$ cat src/rtl/capi_jctrl_pkg.sv
// Shared job-control definitions: ha_jcom opcodes, request op encoding,
// host sequencer states and the odd-parity helper for the ha_jea bus.
package capi_jctrl_pkg;

    localparam logic [7:0] JCOM_RESET = 8'h80;
    localparam logic [7:0] JCOM_START = 8'h90;
    localparam logic [7:0] JCOM_LLCMD = 8'h45;

    typedef enum logic [1:0] {
        OP_RESET   = 2'd0,
        OP_START   = 2'd1,
        OP_LLCMD   = 2'd2,
        OP_ILLEGAL = 2'd3
    } jctrl_op_e;

    typedef enum logic [1:0] {
        ST_IDLE,
        ST_ISSUE,
        ST_WAIT,
        ST_RESP
    } jctrl_host_state_e;

    // Odd parity: data ones plus parity bit always total an odd count.
    function automatic logic odd_parity64(input logic [63:0] d);
        return ~(^d);
    endfunction

endpackage

$ cat src/rtl/capi_jctrl_host_tmo.sv
// Response timeout counter for the job-control host: cleared outside WAIT,
// counts while enabled, expires on the cycle it would reach all-ones.
module capi_jctrl_host_tmo #(
    parameter int unsigned tmo_width = 12
) (
    input  logic clk,
    input  logic i_reset,
    input  logic i_clr,
    input  logic i_en,
    output logic o_expire
);

    localparam logic [tmo_width-1:0] LAST_COUNT = ~(tmo_width'(1));

    logic [tmo_width-1:0] cnt_q;

    always_ff @(posedge clk) begin
        if (i_reset || i_clr) begin
            cnt_q <= '0;
        end else if (i_en) begin
            cnt_q <= cnt_q + 1'b1;
        end
    end

    // Expiry fires on the (2**tmo_width-1)th enabled cycle.
    assign o_expire = i_en && (cnt_q == LAST_COUNT);

endmodule

$ cat src/rtl/capi_jctrl_host.sv
// PSL-side job-control sequencer driving ha_j* and collecting the AFU's ah_j* response.
// Optional JCTRL_HOST_PERR_INJ_EN adds i_inj_perr to invert ha_jeapar on the accepted command.
module capi_jctrl_host
    import capi_jctrl_pkg::*;
#(
    parameter int unsigned ctxtid_width = 16,
    parameter int unsigned tmo_width    = 12
) (
    input  logic                    clk,
    input  logic                    i_reset,
    input  logic                    i_req_v,
    output logic                    o_req_r,
    input  logic [1:0]              i_req_op,
    input  logic [63:0]             i_req_wed,
    input  logic [15:0]             i_req_llcmd,
    input  logic [ctxtid_width-2:0] i_req_ctxt,
`ifdef JCTRL_HOST_PERR_INJ_EN
    input  logic                    i_inj_perr,
`endif
    output logic                    ha_jval,
    output logic [7:0]              ha_jcom,
    output logic [63:0]             ha_jea,
    output logic                    ha_jeapar,
    input  logic                    ah_jcack,
    input  logic                    ah_jrunning,
    input  logic                    ah_jdone,
    input  logic [63:0]             ah_jerror,
    output logic                    o_rsp_v,
    output logic                    o_rsp_tmo,
    output logic                    o_rsp_err,
    output logic [63:0]             o_rsp_jerror,
    output logic                    o_app_done_v,
    output logic                    o_running
);

    jctrl_host_state_e state_q, state_d;
    jctrl_op_e         op_q, op_d;
    logic [7:0]        jcom_q, jcom_d, req_jcom;
    logic [63:0]       jea_q, jea_d, req_jea;
    logic              par_q, par_d, inj;
    logic              tmo_q, tmo_d, err_q, err_d;
    logic [63:0]       jerr_q, jerr_d;
    logic              app_q, app_d, running_q;
    logic              accept, tmo_clr, tmo_en, tmo_expire;

`ifdef JCTRL_HOST_PERR_INJ_EN
    assign inj = i_inj_perr;
`else
    assign inj = 1'b0;
`endif

    capi_jctrl_host_tmo #(.tmo_width(tmo_width)) u_tmo (
        .clk      (clk),
        .i_reset  (i_reset),
        .i_clr    (tmo_clr),
        .i_en     (tmo_en),
        .o_expire (tmo_expire)
    );

    assign o_req_r = (state_q == ST_IDLE) && !i_reset;
    assign accept  = i_req_v && o_req_r;

    always_comb begin
        req_jcom = '0;
        req_jea  = '0;
        case (jctrl_op_e'(i_req_op))
            OP_RESET: req_jcom = JCOM_RESET;
            OP_START: begin
                req_jcom = JCOM_START;
                req_jea  = i_req_wed;
            end
            OP_LLCMD: begin
                req_jcom = JCOM_LLCMD;
                req_jea  = {i_req_llcmd, 48'h0} | 64'(i_req_ctxt);
            end
            default: ;
        endcase
    end

    always_comb begin
        state_d = state_q;
        op_d    = op_q;
        jcom_d  = jcom_q;
        jea_d   = jea_q;
        par_d   = par_q;
        tmo_d   = tmo_q;
        err_d   = err_q;
        jerr_d  = jerr_q;
        app_d   = 1'b0;
        tmo_clr = 1'b0;
        tmo_en  = 1'b0;
        case (state_q)
            ST_IDLE: begin
                tmo_clr = 1'b1;
                if (ah_jdone && running_q) begin
                    app_d  = 1'b1;
                    jerr_d = ah_jerror;
                end
                if (accept) begin
                    state_d = ST_ISSUE;
                    op_d    = jctrl_op_e'(i_req_op);
                    jcom_d  = req_jcom;
                    jea_d   = req_jea;
                    par_d   = odd_parity64(req_jea) ^ inj;
                    tmo_d   = 1'b0;
                    err_d   = 1'b0;
                end
            end
            ST_ISSUE: begin
                tmo_clr = 1'b1;
                if (op_q == OP_ILLEGAL) begin
                    state_d = ST_RESP;
                    err_d   = 1'b1;
                    jerr_d  = '0;
                end else begin
                    state_d = ST_WAIT;
                end
            end
            ST_WAIT: begin
                tmo_en = 1'b1;
                case (op_q)
                    OP_RESET: if (ah_jdone) begin
                        state_d = ST_RESP;
                        jerr_d  = ah_jerror;
                    end
                    OP_START: if (ah_jrunning) begin
                        state_d = ST_RESP;
                        jerr_d  = '0;
                    end else if (ah_jdone) begin
                        state_d = ST_RESP;
                        err_d   = 1'b1;
                        jerr_d  = ah_jerror;
                    end
                    default: begin
                        // LLCMD: a jdone is forwarded as app-done even when the ack wins.
                        if (ah_jdone) begin
                            app_d  = 1'b1;
                            jerr_d = ah_jerror;
                        end
                        if (ah_jcack) begin
                            state_d = ST_RESP;
                            if (!ah_jdone) jerr_d = '0;
                        end
                    end
                endcase
                if (state_d == ST_WAIT && tmo_expire) begin
                    state_d = ST_RESP;
                    tmo_d   = 1'b1;
                    jerr_d  = '0;
                end
            end
            default: state_d = ST_IDLE;
        endcase
    end

    always_ff @(posedge clk) begin
        if (i_reset) begin
            state_q   <= ST_IDLE;
            op_q      <= OP_RESET;
            jcom_q    <= '0;
            jea_q     <= '0;
            par_q     <= 1'b0;
            tmo_q     <= 1'b0;
            err_q     <= 1'b0;
            jerr_q    <= '0;
            app_q     <= 1'b0;
            running_q <= 1'b0;
        end else begin
            state_q   <= state_d;
            op_q      <= op_d;
            jcom_q    <= jcom_d;
            jea_q     <= jea_d;
            par_q     <= par_d;
            tmo_q     <= tmo_d;
            err_q     <= err_d;
            jerr_q    <= jerr_d;
            app_q     <= app_d;
            running_q <= ah_jrunning;
        end
    end

    assign ha_jval      = (state_q == ST_ISSUE) && (op_q != OP_ILLEGAL);
    assign ha_jcom      = ha_jval ? jcom_q : '0;
    assign ha_jea       = ha_jval ? jea_q : '0;
    assign ha_jeapar    = ha_jval && par_q;
    assign o_rsp_v      = (state_q == ST_RESP);
    assign o_rsp_tmo    = o_rsp_v && tmo_q;
    assign o_rsp_err    = o_rsp_v && err_q;
    assign o_rsp_jerror = jerr_q;
    assign o_app_done_v = app_q;
    assign o_running    = running_q;

endmodule

$ cat config.mk
export PLATFORM = sky130hd
export DESIGN_NAME = capi_jctrl_host
export DESIGN_NICKNAME = d
export VERILOG_FILES = /design/src/rtl/capi_jctrl_pkg.sv /design/src/rtl/capi_jctrl_host_tmo.sv /design/src/rtl/capi_jctrl_host.sv
export SDC_FILE = /design/constraint.sdc
export NUM_CORES = 1
export LEC_CHECK = 0
export BUFFER_PORTS_ARGS = -buffer_cell sky130_fd_sc_hd__buf_2
export CAP_MARGIN = 20
export CELL_PAD_IN_SITES_DETAIL_PLACEMENT = 2
export CELL_PAD_IN_SITES_GLOBAL_PLACEMENT = 2
export CORE_AREA = 2 2 171 173
export DETAILED_ROUTE_END_ITERATION = 12
export DIE_AREA = 0 0 173 175
export GPL_ROUTABILITY_DRIVEN = 0
export HOLD_SLACK_MARGIN = 0.15
export PLACE_DENSITY = 0.8
export SLEW_MARGIN = 0
export SYNTH_ARGS = -nofsm -noshare
export SYNTH_HDL_FRONTEND = slang
export SYNTH_SLANG_ARGS = --single-unit
$ cat constraint.sdc
create_clock -name clk -period 2.8 [get_ports clk]
set_input_delay 0.28 -clock clk [delete_from_list [all_inputs] [get_ports clk]]
set_output_delay 0.28 -clock clk [all_outputs]
set_load 0.01 [all_outputs]
; Word-level counts from Yosys, hierarchy flattened
; Cells that the tools add are included.
[totals]
inputBits = 167
wordCells = 90
reg_bits = 157
output_inout_bits = 144
[op_classes]
bitwise = 2
reduce_logical = 23
n_eq_ne = 17
muxes = 36
n_addsub = 1
[op_table]
columns = operator, count
row1 = 64-bit two-way mux, 8
row2 = 64-bit case mux with 2 select lines, 2
row3 = 64-bit case mux with 3 select lines, 1
row4 = 64-bit by 15-bit bitwise OR with 64-bit output, 1
row5 = 64-bit XOR reduction, 1
row6 = 8-bit case mux with 3 select lines, 1
row7 = "12-bit by 1-bit adder with 12-bit output, second input constant", 1
row8 = "12-bit == test, second input constant", 1
row9 = 1-bit two-way mux, 12
row10 = 2-bit two-way mux, 6
row11 = "2-bit != test, second input constant", 6
row12 = "2-bit == test, second input constant", 5
row13 = 1-bit logical AND, 9
row14 = 8-bit two-way mux, 1
row15 = "2-bit by 1-bit == test with 1-bit output, second input constant", 3
row16 = 2-bit zero test, 3
row17 = 2-bit case mux with 3 select lines, 1
row18 = 3-bit AND reduction, 2
row19 = 6-bit AND reduction, 1
row20 = "2-bit by 1-bit != test with 1-bit output, second input constant", 2
row21 = 1-bit case mux with 2 select lines, 2
row22 = 2-bit case mux with 2 select lines, 1
row23 = 2-bit OR reduction, 2
row24 = 1-bit case mux with 3 select lines, 1
row25 = other kinds (6), 6

; Longest topological paths before layout
; Gate-level depths: netlist of the first run.
[logic_depth]
word_depth = 8
mapped_depth = 13
mapped_depth_nobuf = 11

; Hierarchy
; A second synthesis of the first run with hierarchy kept.
[unflattened]
hier_cells = 847
hier_area_um2 = 7169.4
[modules_own_cells]
columns = mod, cells_per_inst, n_inst, area_per_inst_um2
row1 = capi_jctrl_host, 779, 1, 6570.1
row2 = capi_jctrl_host_tmo, 68, 1, 599.3

; Worst setup path after synthesis of the first run
; No wires, ideal clock.
[synth_path]
path_type = input -> register
from = input i_req_op[1]
to = register par_q
cell_stages = 11
setup_time_ns = 0.069
arrival_time_ns = 2.214
required_ns = 2.731
path_slack_ns = 0.517
n_path_buf = 1
path_cell_list = inv_1 ha_1 buf_2 a22o_1 a221oi_1 xnor2_1 xnor2_1 nand2_1 xnor2_1 xnor3_1 o21ai_1
[synth_via]
elab_chain_cells = 4
[synth_rtl]
columns = element, line_no
row1 = "start, declared", capi_jctrl_host.sv:13  ; input logic [1:0] i_req_op,
row2 = 2-bit == test or 2-bit by 1-bit == test with 1-bit output (tied branches), capi_jctrl_host.sv:66  ; case (jctrl_op_e'(i_req_op))
row3 = 64-bit case mux with 2 select lines (*), capi_jctrl_host.sv:66
row4 = 64-bit XOR reduction (*), capi_jctrl_pkg.sv:25  ; return ~(^d);
row5 = 1-bit inverter (*), capi_jctrl_pkg.sv:25
row6 = "end signal, assigned", capi_jctrl_host.sv:173  ; par_q <= par_d;
row7 = "end, declared", capi_jctrl_host.sv:40  ; logic par_q, par_d, inj;
; Mark *: on every way between the ends. The rest lies on a longest branch, timed or not.
; A chain may end at the register's enable or synchronous reset.

; Final worst setup path of the first run
[layout_path]
from = register state_q[0]
to = output ha_jea[62]
[layout_via]
elab_chain_cells = 3
[layout_rtl]
columns = element, line_no
row1 = "start, declared", capi_jctrl_host.sv:36  ; jctrl_host_state_e state_q, state_d;
row2 = "start signal, assigned", capi_jctrl_host.sv:169  ; state_q <= state_d;
row3 = 2-bit by 1-bit == test with 1-bit output, capi_jctrl_host.sv:182  ; assign ha_jval = (state_q == ST_ISSUE) && (op_q != OP_ILLEGAL);
row4 = 1-bit logical AND, capi_jctrl_host.sv:182
row5 = 64-bit two-way mux, capi_jctrl_host.sv:184  ; assign ha_jea = ha_jval ? jea_q : '0;
row6 = "end, declared", capi_jctrl_host.sv:22  ; output logic [63:0] ha_jea,
; No other way between the ends.

==> results of run 1 <==
[worst paths after layout]
kind	start	endpoint	slack (ps)
min	i_req_wed[34]	jea_q[34]	180
max reg2reg	u_tmo.cnt_q[0]	o_rsp_jerror[6]	220
min reg2reg	jea_q[16]	jea_q[16]	450
max	state_q[0]	ha_jea[62]	200
[registers in the layout, indices dropped and copies added, names as in the netlist]
register / flops
par_q: 1
o_running: 1
state_q: 2
jcom_q: 3
o_rsp_jerror: 64
u_tmo.cnt_q: 12
tmo_q: 1
op_q: 2
jea_q: 64
o_app_done_v: 1
err_q: 1
[worst max-delay path, stage by stage, from the launching register on]
cell,delay [ps]
dfxtp_1,470
ha_1,300
a21boi_4,220
buf_6,400
and2_1,270
buf_2,150
[power by group through the flow]
stage               clock network [W]  logic (W)  registers, W
floorplan                           0    0.00195       0.00301
global placement                    0    0.00337       0.00288
detailed placement                  0    0.00349       0.00290
CTS                           0.00243    0.00365       0.00287
global route                  0.00257    0.00407       0.00297
finish                        0.00241    0.00379       0.00293
[cell usage in the layout, fill, tap and decap left out, types with 4 or more instances in the layout]
cell / count
nand2_1: 87
a221oi_1: 5
dfxtp_1: 152
dlygate4sd3_1: 91
clkinv_4: 4
xor2_1: 11
and2_1: 70
and3_1: 12
o21ai_0: 63
a22oi_1: 101
a21oi_1: 30
clkbuf_16: 17
ha_1: 10
a22o_1: 12
diode_2: 7
nand3_1: 45
buf_4: 18
xnor2_1: 47
inv_1: 6
nor2b_1: 5
nor2_1: 83
buf_2: 306
o211ai_1: 4
nand3b_1: 22
a211oi_1: 6
nand4_1: 5
clkinv_8: 5
[repair_timing]
item,in CTS,in global routing
endpoints found under the setup margin,1,0
hold endpoints to repair,91,0
hold buffers,91,0
resized for setup,1,0
[through the flow]
step / cells / utilization / cell area [µm²] / setup slack (ps) / total power (W)
finish: 1648 / 0.379 / 10800 / 199 / 0.00913
global route: 1648 / 0.379 / 10800 / 11.8 / 0.00962
CTS: 1641 / 0.379 / 10800 / 157 / 0.00896
detailed placement: 1518 / 0.325 / 9240 / 55.9 / 0.00639
global placement: 1518 / 0.325 / 9240 / 137 / 0.00625
floorplan: 877 / - / 7270 / 517 / 0.00496
[metal layers]
metal	global-route usage	share of wire
met1	0.256	0.39
met2	0.421	0.52
met3	0.0442	0.038
met4	0.130	0.048
met5	0	0.00084
[cell families after synthesis]
kind of cell,Yosys count,share of synthesized area
xor+xnor,59,0.0730
simple gates,345,0.235
buf+inv,77,0.0444
fa+ha+maj,12,0.0207
compound gates,228,0.206
flops,152,0.419
mux,1,0.00138
other cells,1,0.000516
[final cells by class]
cell class | instances | area (µm²) | area share
Multi-Input combinational cell | 648 | 3960 | 0.367
Clock inverter | 15 | 176 | 0.0164
Sequential cell | 152 | 3040 | 0.283
Clock buffer | 17 | 425 | 0.0395
Inverter | 6 | 22.5 | 0.00209
Tap cell | 384 | 480 | 0.0446
Timing Repair Buffer | 419 | 2650 | 0.246
Antenna cell | 7 | 17.5 | 0.00163
==> out/results.txt, run 1 <==
Status = finished, final reports clean
WHS Path Cells = 3
Clock Pin Slew Worst Setup and Hold Paths = 80 ps
Dpl hpwl = 21.7 mm
Fillers = 3249
CTS tree = done
Synth Instances = 875
CP Launch Type = flip-flop
GRT Residual Overflow = 0
CTS root buffer = clkbuf_16
Post-synth EDFFs = 0
DRC viols = 0
Crit end category = output pin
Part of the power in registers = 0.321
Fraction of layout cells with a size suffix above 1 = 0.294
P per Cell Area = 847 nW/µm²
Clk buf depth = 2
Final antenna-violating net count = 0
Arrival @ worst endpoint = 2320 ps
Hold crit path type = input pin to flip-flop
Final worst-path cycle share = 0.929
RSZ-0062 raised after global routing = false
TritonCTS Buffers = 17
Die Span X = 173 µm
Req. time, crit path = 2520 ps
Synth async-reset ratio = 0
Row cnt = 62
Synth top cells by count = dfxtp_1, a22oi_1, nand2_1, nor2_1, and2_1
Clk_lat worst skew = 440 ps
Crit Path Class = flip-flop to output pin
Vias in the first global route = 9118
Violation count after the first detailed-route iteration = 418
Final clock skew = 25.7 ps
Final Hold Vio Count = 0
Yosys top cell by area = dfxtp_1
Top_reg_cell synth = dfxtp_1
Final Net Count = 1423
Achievable frequency = 384 MHz
P_leak = 4.77 nW
Core Region = 28400 µm²
Total negative setup slack = 0 ps
# IOs = 311
Yosys reg bits = 152
Slew Viols, Final = 0
Total GRT Usage = 0.233
Mapped Area = 7260 µm²
Vias/cell = 4.96
Height of the chip = 175 µm
Layout area overhead = 48.3%
First-pass GRT wire length = 54.8 mm
Final period demand of the worst path = 2600 ps
Hold_ws = 179 ps
Switching pwr = 0.00392 W
Maximum vdd ir drop = 557 µV
Worst r2r path cells = 10
Synth cell types = 42
Post-CTS Setup Bufs = 0
Port Buf Inserts = 307
Relative slew slack = 0.637
Synth top area share = 0.419
Avg Cell Area, Syn = 8.30 µm²
Initial antenna violation count = 10
Final wirelength = 35.8 mm
H-Tree Depth = 4
Die Area = 30300 µm²
Worst Tran Pin Value = 545 ps
Final Setup Violations = 0
First-pass DRT Iterations = 4
WL per Instance = 21.7 µm
Initial Utilization = 0.256
Crit Path Max Fanout = 70
Synth area leaders = dfxtp_1, a22oi_1, and2_1
Comb pwr share = 0.415
Cell Int Power = 0.00521 W
Clock power share = 0.264
Sw Share = 0.429
Synth warn = 0
Sequential share of the synthesized area = 0.419
Total number of vias = 8166
Clock Sinks = 152
Cell with the most instances after synthesis = dfxtp_1
Largest net degree at the start of global routing = 71
MaxCap Viol Count = 0
Note: power is estimated with default switching activity, not from simulation.
==> run 2: changes to the inputs <==
--- a/config.mk
+++ b/config.mk
@@ -7,7 +7,7 @@
 export LEC_CHECK = 0
 export BUFFER_PORTS_ARGS = -buffer_cell sky130_fd_sc_hd__buf_2
 export CAP_MARGIN = 20
-export CELL_PAD_IN_SITES_DETAIL_PLACEMENT = 2
+export CELL_PAD_IN_SITES_DETAIL_PLACEMENT = 1
 export CELL_PAD_IN_SITES_GLOBAL_PLACEMENT = 2
 export CORE_AREA = 2 2 171 173
 export DETAILED_ROUTE_END_ITERATION = 12
==> run 2 against run 1 <==
  * Wire length decreased by 19%
  * Flip-flop and latch count unchanged
  * Via count decreased by 3.4%
  * Critical path depth unchanged
  * Global-route usage decreased by 4.5 points
  * Sequential share of layout area decreased by 0.12 points
  * Die area unchanged
  * Clock power decreased by 2%
  * First-iteration DRC count decreased by 26%
==> out/results.txt, run 2 (synthesized netlist as in run 1, its figures left out) <==
Dpl hpwl = 19.8 mm
Clk buf depth = 2
CTS tree = done
Final clock skew = 16.4 ps
CP Launch Type = flip-flop
Row cnt = 62
End of the critical path = ha_jea[17]
Achievable frequency = 395 MHz
Slew Viols, Final = 0
Clock Pin Slew Worst Setup and Hold Paths = 70 ps
Final Net Count = 1428
MaxCap Viol Count = 0
H-Tree Depth = 4
Initial antenna violation count = 5
Post-route cell area = 10800 µm²
Worst r2r path cells = 8
Clk_lat worst skew = 430 ps
Core Region = 28400 µm²
First-pass DRT Iterations = 5
Fraction of layout cells with a size suffix above 1 = 0.292
Final worst-path cycle share = 0.903
CTS root buffer = clkbuf_16
RSZ-0062 raised after global routing = false
Height of the chip = 175 µm
Final Setup Violations = 0
Final period demand of the worst path = 2530 ps
Final wirelength = 29.1 mm
Maximum vdd ir drop = 531 µV
# IOs = 311
Relative slew slack = 0.627
Most common cell after layout, fill and taps aside = buf_2
Status = finished, final reports clean
Placed cell areas = 9240 µm²
TritonCTS Buffers = 17
Vias/cell = 4.78
Initial Utilization = 0.256
Vias in the first global route = 8214
Layout area overhead = 48.9%
Port Buf Inserts = 307
Hold crit path type = input pin to flip-flop
Final antenna-violating net count = 0
Hold_ws = 165 ps
Final Hold Vio Count = 0
Worst Tran Pin Value = 557 ps
Origin of the worst setup path = state_q[0]
WL per Instance = 17.6 µm
Die Area = 30300 µm²
DRC viols = 0
P_leak = 4.79 nW
Arrival @ worst endpoint = 2250 ps
P per Cell Area = 813 nW/µm²
Crit end category = output pin
Worst R2R End = o_rsp_jerror[60]
Crit Path Class = flip-flop to output pin
Commonest cells after routing, fill and taps aside = buf_2, dfxtp_1, a22oi_1
Total GRT Usage = 0.187
Crit Path Max Fanout = 70
Total negative setup slack = 0 ps
GRT Residual Overflow = 0
Total number of vias = 7890
Largest net degree at the start of global routing = 71
R2R Path Start = state_q[1]
First-pass GRT wire length = 45.0 mm
Clock Sinks = 152
Req. time, crit path = 2520 ps
Violation count after the first detailed-route iteration = 311
R2r setup slk = 380 ps
Die Span X = 173 µm
==> run 2: where the power goes <==
part	internal (W)	switching [W]	leakage (nW)	total (W)
clock	0.00121	0.00115	0.288	0.00236
combinational	0.00141	0.00215	3.27	0.00356
sequential	0.00260	0.000277	1.23	0.00287
==> run 2: routing by layer <==
layer / GRT usage / routed length, µm / vias up
met1: 0.217 / 11800 / 3783
met4: 0.0879 / 1070 / 2
met5: 0 / 13 / -
met2: 0.323 / 14700 / 232
met3: 0.0474 / 1510 / 70
li1: - / - / 3803
==> run 2: worst min-delay path by stage <==
| stage | start | to | cells after the start |
|---|---|---|---|
| 2_1_floorplan | ah_jrunning | o_running | 1 |
| 3_3_place_gp | jea_q[8] | jea_q[8] | 2 |
| 3_5_place_dp | jea_q[9] | jea_q[9] | 2 |
| 4_1_cts | ah_jdone | o_app_done_v | 2 |
| 5_1_grt | ah_jdone | o_app_done_v | 2 |
| 6_report | ah_jerror[54] | o_rsp_jerror[54] | 3 |
==> run 2: repair_timing <==
action	CTS	global route
buffers inserted	0	0
resized for setup	0	1
hold endpoints to repair	96	0
hold buffers	96	0
setup endpoints to repair	0	8
==> run 2: area by class of cell <==
| type | count | area (µm²) |
|---|---|---|
| Fill cell | 3454 | 17600 |
| Multi-Input combinational cell | 648 | 3960 |
| Sequential cell | 152 | 3040 |
| Timing Repair Buffer | 424 | 2700 |
| Tap cell | 384 | 480 |
| Clock buffer | 17 | 425 |
| Clock inverter | 15 | 179 |
| Inverter | 6 | 22.5 |
| Antenna cell | 4 | 10.0 |
==> run 2: critical path, cell delays in order (launching register included) <==
cell and delay, ps:
dfxtp_1 460, ha_1 270, a21boi_4 220, buf_6 400, and2_1 280, buf_2 160
==> run 2: stage by stage <==
step / utilization / setup slack, ps / cells / power (W)
finish: 0.381 / 271 / 1650 / 0.00879
global route: 0.381 / 55.9 / 1649 / 0.00938
CTS: 0.380 / 48.5 / 1646 / 0.00885
detailed placement: 0.325 / 52.9 / 1518 / 0.00632
global placement: 0.325 / 137 / 1518 / 0.00625
floorplan: - / 517 / 877 / 0.00496
==> run 3: changes to the inputs <==
--- a/config.mk
+++ b/config.mk
@@ -5,17 +5,18 @@
 export SDC_FILE = /design/constraint.sdc
 export NUM_CORES = 1
 export LEC_CHECK = 0
+export ABC_AREA = 1
 export BUFFER_PORTS_ARGS = -buffer_cell sky130_fd_sc_hd__buf_2
 export CAP_MARGIN = 20
 export CELL_PAD_IN_SITES_DETAIL_PLACEMENT = 1
 export CELL_PAD_IN_SITES_GLOBAL_PLACEMENT = 2
-export CORE_AREA = 2 2 171 173
+export CORE_AREA = 2 2 198 200
 export DETAILED_ROUTE_END_ITERATION = 12
-export DIE_AREA = 0 0 173 175
+export DIE_AREA = 0 0 200 202
 export GPL_ROUTABILITY_DRIVEN = 0
 export HOLD_SLACK_MARGIN = 0.15
-export PLACE_DENSITY = 0.8
-export SLEW_MARGIN = 0
+export PLACE_DENSITY = 0.82
+export SLEW_MARGIN = 20
 export SYNTH_ARGS = -nofsm -noshare
 export SYNTH_HDL_FRONTEND = slang
 export SYNTH_SLANG_ARGS = --single-unit
==> run 3 against run 2 <==
  * Global-route usage hardly changed
  * Cell area grew 22%
  * Clock skew is 12 ps lower
  * Sequential power grew 2%
  * Clock power rose by 5%
==> out/results.txt, run 3 <==
Status = finished, final reports clean
Clock Sinks = 152
P_leak = 6.21 nW
Synth warn = 0
Largest net degree at the start of global routing = 129
Post-route cell area = 13200 µm²
Crit Path Max Fanout = 25
Final wirelength = 38.0 mm
Total negative setup slack = 0 ps
Final clock skew = 4.71 ps
Final Setup Violations = 0
MaxCap Viol Count = 0
Row cnt = 72
CTS root buffer = clkbuf_16
CP Launch Type = flip-flop
Vias in the first global route = 12100
RSZ-0062 raised after global routing = false
Violation count after the first detailed-route iteration = 393
Synth async-reset ratio = 0
Vias/cell = 4.75
Yosys reg bits = 152
Achievable frequency = 385 MHz
Slew Viols, Final = 0
Final Hold Vio Count = 0
Most common cell after layout, fill and taps aside = nand2_1
Crit Path Class = flip-flop to output pin
Clock Pin Slew Worst Setup and Hold Paths = 60 ps
Dpl hpwl = 26.4 mm
Height of the chip = 202 µm
Final worst-path cycle share = 0.927
Worst r2r path cells = 9
Fillers = 5033
Placed cell areas = 11800 µm²
Layout area overhead = 33.9%
# IOs = 311
Sequential share of the synthesized area = 0.310
Yosys top cell by area = dfxtp_1
Worst Tran Pin Value = 826 ps
Final period demand of the worst path = 2600 ps
Most Used Layer, Global Route = met2
Post-CTS Setup Bufs = 0
Arrival @ worst endpoint = 2320 ps
Cell with the most instances after synthesis = nand2_1
WL per Instance = 15.2 µm
Met1 Resource Use GR = 0.224
Worst R2R End = o_rsp_jerror[12]
P per Cell Area = 756 nW/µm²
Total number of vias = 11900
Final antenna-violating net count = 0
Synth Instances = 1655
Mapped Area = 9820 µm²
R2R Path Start = state_q[1]
First-pass GRT wire length = 61.1 mm
Synth top cells by count = nand2_1, nor2_1, dfxtp_1, o21ai_0, inv_1
Req. time, crit path = 2520 ps
Origin of the worst setup path = state_q[1]
Commonest cells after routing, fill and taps aside = nand2_1, buf_2, nor2_1
Port Buf Inserts = 307
Synth top area share = 0.310
GRT Residual Overflow = 0
DRC viols = 0
Total GRT Usage = 0.187
TritonCTS Buffers = 17
Met3 Track Usage GR = 0.0532
Maximum vdd ir drop = 545 µV
Synth cell types = 36
H-Tree Depth = 4
Final Net Count = 2141
Relative slew slack = 0.449
Die Span X = 200 µm
Met2 GRT Util = 0.325
Initial Utilization = 0.256
First-pass DRT Iterations = 5
Hold crit path type = input pin to flip-flop
End of the critical path = ha_jea[62]
Core Region = 38300 µm²
Clk buf depth = 2
R2r setup slk = 420 ps
Top_reg_cell synth = dfxtp_1
Clk_lat worst skew = 450 ps
Core Util, Final = 0.344
CTS tree = done
Initial antenna violation count = 3
Avg Cell Area, Syn = 5.93 µm²
Post-synth EDFFs = 0
Synth area leaders = dfxtp_1, nand2_1, nor2_1
Die Area = 40400 µm²
Crit end category = output pin
Fraction of layout cells with a size suffix above 1 = 0.208
[run 3: per-stage QoR]
stage / hold slack, ps / cells / worst slack (ps) / power [W]
finish: 168 / 2495 / 203 / 0.00995
detailed placement: 450 / 2389 / 259 / 0.00747
floorplan: 405 / 1657 / 774 / 0.00588
CTS: 153 / 2493 / 111 / 0.0101
global placement: 441 / 2389 / 343 / 0.00734
global route: 174 / 2493 / 37.3 / 0.0108
[run 3: logic make-up (layout without fill, tap and decap cells)]
logic type / after synthesis / after routing / share of synthesized area
xor+xnor: 12 / 12 / 0.0115
fa+ha+maj: 12 / 12 / 0.0153
simple gates: 947 / 947 / 0.400
buf+inv: 259 / 577 / 0.111
flops: 152 / 152 / 0.310
compound gates: 272 / 272 / 0.151
other cells: 1 / 5 / 0.000382
[run 3: worst min-delay path by stage]
stage / slack [ps] / start / cells past startpoint / endpoint
3_3_place_gp: 440 / jcom_q[6] / 2 / jcom_q[6]
6_report: 170 / i_req_wed[27] / 3 / jea_q[27]
5_1_grt: 170 / i_req_wed[37] / 3 / jea_q[37]
4_1_cts: 150 / i_req_wed[27] / 3 / jea_q[27]
2_1_floorplan: 400 / ah_jrunning / 2 / o_running
3_5_place_dp: 450 / jea_q[25] / 2 / jea_q[25]
[run 3: final cells by class]
type                            instances  area (µm²)  area share
Antenna cell                            2        5.00    0.000381
Clock buffer                           19         453      0.0344
Clock inverter                         13         151      0.0115
Inverter                              137         522      0.0397
Multi-Input combinational cell       1246        5720       0.435
Sequential cell                       152        3040       0.231
Tap cell                              518         648      0.0493
Timing Repair Buffer                  408        2610       0.199
[run 3: repair_timing]
action	4_1_cts	5_1_grt
endpoints found under the hold margin	72	0
endpoints found under the setup margin	16	3
hold buffers	72	0
gates resized for setup	1	1
pin swaps	0	0
[run 3: critical path: stages, from the launching register on]
cell     delay [ps]
dfxtp_1         460
inv_1           150
ha_1            260
inv_1            90
a21oi_2          50
inv_4           300
buf_4           300
nor2_1           90
buf_2           150
[run 3: where the power goes]
group          leakage [nW]  total [W]  internal [W]  switching, W
Combinational          4.67    0.00457       0.00153       0.00304
Clock                 0.295    0.00247       0.00144       0.00102
Sequential             1.24    0.00292       0.00262      0.000299
Total                  6.21    0.00995       0.00558       0.00437
[run 3: layer usage]
metal  vias up  wire length, µm
met2       268            17900
met3        35             2590
met5         -               21
met1      5582            16900
li1       5966                -
met4         4              609
